--- src/rtl/evm_ballot_unit_pkg.sv ---
// Shared types and constants for the ballot front end: FSM state encoding,
// candidate count, default timing parameters and a button-count helper.
package evm_pkg;

   typedef enum logic [2:0] {
      IDLE     = 3'd0,
      ARMED    = 3'd1,
      CAST     = 3'd2,
      WAIT_REL = 3'd3,
      CLOSED   = 3'd4
   } evm_state_e;

   localparam int unsigned NUM_CAND            = 3;
   localparam int unsigned DEF_DEBOUNCE_CYCLES = 4;
   localparam int unsigned DEF_TIMEOUT_CYCLES  = 1000;

   // Number of debounced buttons currently held; distinguishes a clean press from a multi-press.
   function automatic logic [1:0] count_high(input logic [NUM_CAND-1:0] v);
      logic [1:0] n;
      n = 2'd0;
      for (int i = 0; i < NUM_CAND; i++) begin
         n = n + {1'b0, v[i]};
      end
      return n;
   endfunction

endpackage

--- src/rtl/evm_ballot_unit_debounce.sv ---
// One raw push-button: two-flop synchronizer followed by a debounce counter.
// Produces the debounced level and a one-cycle pulse on its rising edge.
module evm_debounce
   import evm_pkg::*;
#(
   parameter int unsigned DEBOUNCE_CYCLES = DEF_DEBOUNCE_CYCLES
) (
   input  logic clk,
   input  logic rst_n,
   input  logic btn_i,
   output logic level_o,
   output logic rise_o
);

   localparam int unsigned     CW      = $clog2(DEBOUNCE_CYCLES + 1);
   localparam logic [CW-1:0]   CNT_MAX = CW'(DEBOUNCE_CYCLES);

   logic [1:0]    sync_q;
   logic          level_q;
   logic          level_d;
   logic          rise_q;
   logic          rise_d;
   logic [CW-1:0] cnt_q;
   logic [CW-1:0] cnt_d;

   // Debounce next-state: the level flips only after the synchronized value has
   // disagreed for DEBOUNCE_CYCLES counted cycles; any agreement restarts the count.
   always_comb begin
      level_d = level_q;
      cnt_d   = cnt_q;
      rise_d  = 1'b0;
      if (sync_q[1] == level_q) begin
         cnt_d = {CW{1'b0}};
      end else if (cnt_q == CNT_MAX) begin
         level_d = sync_q[1];
         cnt_d   = {CW{1'b0}};
         rise_d  = sync_q[1];
      end else begin
         cnt_d = cnt_q + CW'(1);
      end
   end

   // Synchronizer and debounce state registers.
   always_ff @(posedge clk or negedge rst_n) begin
      if (!rst_n) begin
         sync_q  <= 2'b00;
         level_q <= 1'b0;
         rise_q  <= 1'b0;
         cnt_q   <= {CW{1'b0}};
      end else begin
         sync_q  <= {sync_q[0], btn_i};
         level_q <= level_d;
         rise_q  <= rise_d;
         cnt_q   <= cnt_d;
      end
   end

   assign level_o = level_q;
   assign rise_o  = rise_q;

endmodule

--- src/rtl/evm_ballot_unit.sv ---
// Ballot front end: conditions three buttons and issues one vote pulse per armed ballot.
// Optional armed-ballot timeout is built when EVM_BALLOT_TIMEOUT_EN is defined.
module evm_ballot_unit
   import evm_pkg::*;
#(
   parameter int unsigned DEBOUNCE_CYCLES = DEF_DEBOUNCE_CYCLES,
   parameter int unsigned TIMEOUT_CYCLES  = DEF_TIMEOUT_CYCLES
) (
   input  logic clk,
   input  logic rst_n,
   input  logic btn_1,
   input  logic btn_2,
   input  logic btn_3,
   input  logic ballot_en,
   input  logic i_voting_over,
   output logic candidate_1,
   output logic candidate_2,
   output logic candidate_3,
   output logic ready,
   output logic reject,
   output logic vote_done
);

   logic [NUM_CAND-1:0] btn_s;
   logic [NUM_CAND-1:0] level_s;
   logic [NUM_CAND-1:0] rise_s;
   logic                press_s;
   logic [1:0]          n_high_s;

   evm_state_e          state_q;
   logic [NUM_CAND-1:0] cand_q;
   logic                ready_q;
   logic                reject_q;
   logic                vote_done_q;

`ifdef EVM_BALLOT_TIMEOUT_EN
   localparam int unsigned   TW      = $clog2(TIMEOUT_CYCLES);
   localparam logic [TW-1:0] TMO_MAX = TW'(TIMEOUT_CYCLES - 1);
   logic [TW-1:0]            tmo_cnt_q;
`endif

   assign btn_s = {btn_3, btn_2, btn_1};

   for (genvar g = 0; g < NUM_CAND; g++) begin : g_btn
      evm_debounce #(
         .DEBOUNCE_CYCLES (DEBOUNCE_CYCLES)
      ) u_deb (
         .clk     (clk),
         .rst_n   (rst_n),
         .btn_i   (btn_s[g]),
         .level_o (level_s[g]),
         .rise_o  (rise_s[g])
      );
   end

   assign press_s  = |rise_s;
   assign n_high_s = count_high(level_s);

   // Ballot FSM with registered vote, ready, reject and done outputs.
   always_ff @(posedge clk or negedge rst_n) begin
      if (!rst_n) begin
         state_q     <= IDLE;
         cand_q      <= {NUM_CAND{1'b0}};
         ready_q     <= 1'b0;
         reject_q    <= 1'b0;
         vote_done_q <= 1'b0;
`ifdef EVM_BALLOT_TIMEOUT_EN
         tmo_cnt_q   <= {TW{1'b0}};
`else
`endif
      end else begin
         cand_q      <= {NUM_CAND{1'b0}};
         reject_q    <= 1'b0;
         vote_done_q <= 1'b0;
         case (state_q)
            IDLE: begin
               if (i_voting_over) begin
                  state_q <= CLOSED;
                  ready_q <= 1'b0;
               end else if (ballot_en) begin
                  state_q <= ARMED;
                  ready_q <= 1'b1;
`ifdef EVM_BALLOT_TIMEOUT_EN
                  tmo_cnt_q <= {TW{1'b0}};
`else
`endif
               end else begin
                  ready_q <= 1'b0;
               end
            end
            ARMED: begin
               // A press already held at arming has no rise, so it never votes here.
               if (i_voting_over) begin
                  state_q <= CLOSED;
                  ready_q <= 1'b0;
               end else if (press_s) begin
                  ready_q <= 1'b0;
                  if (n_high_s == 2'd1) begin
                     state_q     <= CAST;
                     cand_q      <= level_s;
                     vote_done_q <= 1'b1;
                  end else begin
                     state_q  <= WAIT_REL;
                     reject_q <= 1'b1;
                  end
               end
`ifdef EVM_BALLOT_TIMEOUT_EN
               else if (tmo_cnt_q == TMO_MAX) begin
                  state_q  <= IDLE;
                  ready_q  <= 1'b0;
                  reject_q <= 1'b1;
               end else begin
                  tmo_cnt_q <= tmo_cnt_q + TW'(1);
                  ready_q   <= 1'b1;
               end
`else
               else begin
                  ready_q <= 1'b1;
               end
`endif
            end
            CAST: begin
               state_q <= WAIT_REL;
               ready_q <= 1'b0;
            end
            WAIT_REL: begin
               ready_q <= 1'b0;
               if (level_s == {NUM_CAND{1'b0}}) begin
                  if (i_voting_over) begin
                     state_q <= CLOSED;
                  end else begin
                     state_q <= IDLE;
                  end
               end else begin
                  state_q <= WAIT_REL;
               end
            end
            CLOSED: begin
               state_q <= CLOSED;
               ready_q <= 1'b0;
            end
            default: begin
               state_q <= IDLE;
               ready_q <= 1'b0;
            end
         endcase
      end
   end

   assign candidate_1 = cand_q[0];
   assign candidate_2 = cand_q[1];
   assign candidate_3 = cand_q[2];
   assign ready       = ready_q;
   assign reject      = reject_q;
   assign vote_done   = vote_done_q;

endmodule

--- config.mk ---
export PLATFORM = sky130hd
export DESIGN_NAME = evm_ballot_unit
export DESIGN_NICKNAME = d
export VERILOG_FILES = /design/src/rtl/evm_ballot_unit_pkg.sv /design/src/rtl/evm_ballot_unit_debounce.sv /design/src/rtl/evm_ballot_unit.sv
export SDC_FILE = /design/constraint.sdc
export NUM_CORES = 1
export LEC_CHECK = 0
export CAP_MARGIN = 30
export CORE_UTILIZATION = 50
export DETAILED_ROUTE_END_ITERATION = 16
export PLACE_DENSITY = 0.72
export SYNTH_ARGS = -nofsm -noshare
export SYNTH_HDL_FRONTEND = slang
export SYNTH_HIERARCHICAL = 1
export SYNTH_SLANG_ARGS = --single-unit
--- constraint.sdc ---
create_clock -name clk -period 3.7 [get_ports clk]
set_input_delay 0.74 -clock clk [delete_from_list [all_inputs] [get_ports clk]]
set_output_delay 0.74 -clock clk [all_outputs]
set_load 0.01 [all_outputs]
==> results of run 1 <==
[layout by cell type (no fill, tap or decap), types with 2 or more instances in the layout]
master,netlist,final
nand2b_1,5,5
dfrtp_1,30,30
nor3_1,5,5
nor2b_1,4,4
nand2_1,5,5
nor3b_1,6,6
nor2_1,2,2
or3b_1,3,3
clkdlybuf4s50_1,0,12
a21oi_1,3,3
ha_1,6,6
clkbuf_4,0,5
xnor2_1,3,3
inv_1,11,11
mux2_2,3,3
[state kept, by name, indices dropped and copies added (netlist names)]
| register | cells |
|---|---|
| g_btn.u_deb/cnt_q | 9 |
| g_btn.u_deb/sync_q | 6 |
| state_q | 3 |
| g_btn.u_deb/rise_o | 3 |
| cand_q | 3 |
| g_btn.u_deb/level_o | 3 |
| vote_done | 1 |
| ready | 1 |
| reject | 1 |
[metrics by stage]
stage | instances | area, um^2
floorplan | 97 | 1220
global route | 146 | 1450
CTS | 146 | 1450
finish | 146 | 1450
detailed placement | 138 | 1390
global placement | 138 | 1390
[cell usage after synthesis (2+ instances only)]
master,instances
ha_1,6
nor2_1,2
a21oi_1,3
nand2_1,5
nand2b_1,5
dfrtp_1,30
nor3_1,5
nor3b_1,6
xnor2_1,3
inv_1,11
or3b_1,3
mux2_2,3
nor2b_1,4
[power groups by stage]
stage          combinational [mW]  sequential [mW]  clock, mW
2_1_floorplan               0.193            0.445          0
3_3_place_gp                0.240            0.454          0
3_5_place_dp                0.254            0.459          0
4_1_cts                     0.254            0.452      0.203
5_1_grt                     0.292            0.463      0.219
6_report                    0.250            0.452      0.195
[cell families (layout without fill, tap and decap cells)]
logic type | Yosys count | in the layout
XOR/XNOR | 3 | 3
AND/OR/NAND/NOR | 34 | 34
flip-flops | 30 | 30
AO/OA/AOI/OAI | 9 | 9
buffers and inverters | 11 | 32
multiplexers | 3 | 3
adder cells (fa/ha/maj) | 7 | 7
[final timing paths]
path | start | endpoint | slack, ns | depth (start not counted)
setup / recovery | cand_q[0]$_DFF_PN0_ | candidate_1 | 1.76 | 1
hold / removal | g_btn[1].u_deb/sync_q[0]$_DFF_PN0_ | g_btn[1].u_deb/sync_q[1]$_DFF_PN0_ | 0.36 | 0
setup reg to reg | g_btn[0].u_deb/level_o$_DFFE_PN0P_ | state_q[0]$_DFFE_PN0P_ | 2.10 | 5
hold reg to reg | g_btn[1].u_deb/sync_q[0]$_DFF_PN0_ | g_btn[1].u_deb/sync_q[1]$_DFF_PN0_ | 0.36 | 0
max in group asynchronous | rst_n | g_btn[1].u_deb/rise_o$_DFF_PN0_ | 2.64 | 2
min in group asynchronous | rst_n | g_btn[1].u_deb/cnt_q[2]$_DFF_PN0_ | 0.80 | 2
[area by class of cell]
type                    count  area, um^2  share of cell area (%)
inverters                  11        41.3                    2.85
repair buffers             13         128                    8.82
clock inverters             1        5.00                   0.346
flip-flops and latches     30         751                    51.9
multi-input cells          56         432                    29.8
well taps                  28        35.0                    2.42
clock buffers               7        55.1                    3.81
[metal layers]
| layer | global-route usage, % | part of all wire, % | wire [um] |
|---|---|---|---|
| met1 | 18.8 | 42 | 752 |
| met2 | 26.2 | 50 | 895 |
| met3 | 8.93 | 5.8 | 104 |
| met4 | 9.46 | 1.6 | 29 |
| met5 | 0 | 0 | 0 |
==> impl_metrics.tcl, run 1 <==
set metrics [dict create \
    first_iter_violations 2 \
    power_frac_clock_pct 21.7 \
    grt_usage_pct 17.0 \
    path_cells "clkdlybuf4s50_1" \
    crit_required_ns 2.96 \
    period_needed_ns 1.94 \
    hpwlAfterDp_um 1280 \
    clk_latency_ns 0.32 \
    synth_compound_area_share_pct 4.70 \
    drtPass1Iterations 3 \
    dp_slack_ns 1.58 \
    wl_um 1780 \
    ys_ff_latch 30 \
    fin_util_pct 64.2 \
    synth_area_um2 1220 \
    endpoint_kind "output pin" \
    synthSimpleGateAreaFrac_pct 17.9 \
    area_growth_pct 18.2 \
    cts_hold_buf 0 \
    cp_max_fo 1 \
    drc 0 \
    cellPowerDensity_nw_per_um2 620 \
    synth_xor_area_share_pct 2.15 \
    drive_gt1_share_pct 11.9 \
    die_w_um 51.5 \
    critPathArrivalTime_ns 1.20 \
    muxShareOfSynthArea_pct 2.76 \
    root_buffer "clkbuf_4" \
    synthTopCellsByArea "dfrtp_1, ha_1, nor3b_1, inv_1, mux2_2" \
    nets 131 \
    grt_pass1_wl_um 3070 \
    p_int_uw 609 \
    io_pins 13 \
    h-tree-depth 2 \
    synth_ff_type "dfrtp_1" \
    p_switching_uw 287 \
    ant_nets 0 \
    clk_pin_slew_ns 0.09 \
    async_flop_share_pct 100 \
    netlist-cell-type-count 24 \
    status "completed" \
    setup_tns_ns 0 \
    total_power_uw 897 \
    portBuffers 12 \
    viasPerCell 5.32 \
    relSlewSlack_pct 64.6 \
    startpoint_type "flip-flop" \
    initial_core_util_pct 54.3 \
    grt_overflow 0 \
    finalWorstSetupSlack_ns 1.76 \
    critical_path_class "flip-flop to output pin" \
    grt_pass1_vias 746 \
    cts.sinks 30 \
    post_cts_buffers 0 \
    synth_top_area_share_pct 61.3 \
    synth_fp_nets 111 \
    nFillCells 190 \
    setup_viol 0 \
    post_cts_resized 0 \
    timing.final.crit_share_pct 52.4 \
    irDropWorstVdd_mv 0.418 \
    n_antenna_cell 0 \
    hp-class "flip-flop to flip-flop" \
    cap_viol_max_count 0 \
    core_um2 2250 \
    whs_ns 0.357 \
    rows 17 \
    gp_congestion 0.746 \
    die_height_um 51.5 \
    rsz0062_at_grt "false" \
    synth-edff-count 0 \
    max_freq_mhz 516 \
    hold_viol 0 \
    num_vias 776 \
    synth_top_family_by_area "simple AND/OR/NAND/NOR gates" \
    path_buf_inv 1 \
    crit_family "buffers and inverters" \
    yosys_warnings 6 \
    synth_cells 97 \
    synth_area_leader_cell "dfrtp_1" \
    switching_share_pct 32.1 \
    p_seq_share_pct 50.4 \
    seq_area_frac_synth_pct 61.3 \
    cts_tree "yes" \
    tightest_slew_ns 0.526 \
    antenna_found_initial 0 \
    die_area_um2 2650 \
    avgSynthCellArea_um2 12.6 \
    slowest_stage "clkdlybuf4s50_1" \
    finClkSkew_ns 0.00254 \
    slowest_delay_ns 0.54 \
    combPwrFrac_pct 27.8 \
    avgRoutedWirePerCell_um 12.2 \
    power.leakage_nw 0.653 \
    grt_max_degree 31 \
    numCtsBuffers 5 \
    synth_fa_ha_area_share_pct 7.77 \
    clk_path_buf_depth 2 \
    timing.final.max_slew_violations 0 \
]
No activity file was read; power rests on OpenSTA's default activity.
==> inputs of run 2 (changes only) <==
==> constraint.sdc (replaced) <==
create_clock -name clk -period 1.99 [get_ports clk]
set_input_delay 0.398 -clock clk [delete_from_list [all_inputs] [get_ports clk]]
set_output_delay 0.398 -clock clk [all_outputs]
set_load 0.01 [all_outputs]
==> results of run 2 <==
The final DEF is identical to that of run 1. Status: completed.
Among the figures that moved: setup slack after placement 1.58 ns -> 0.212 ns; setup slack after layout 1.76 ns -> 0.388 ns; start point of the critical path cand_q[0]$_DFF_PN0_ -> g_btn[0].u_deb/level_o$_DFFE_PN0P_; end point of the critical path candidate_1 -> state_q[0]$_DFFE_PN0P_; register-to-register setup slack 2.10 ns -> 0.39 ns; total power 0.897 mW -> 1.67 mW; worst IR drop on VDD 0.418 mV -> 0.776 mV
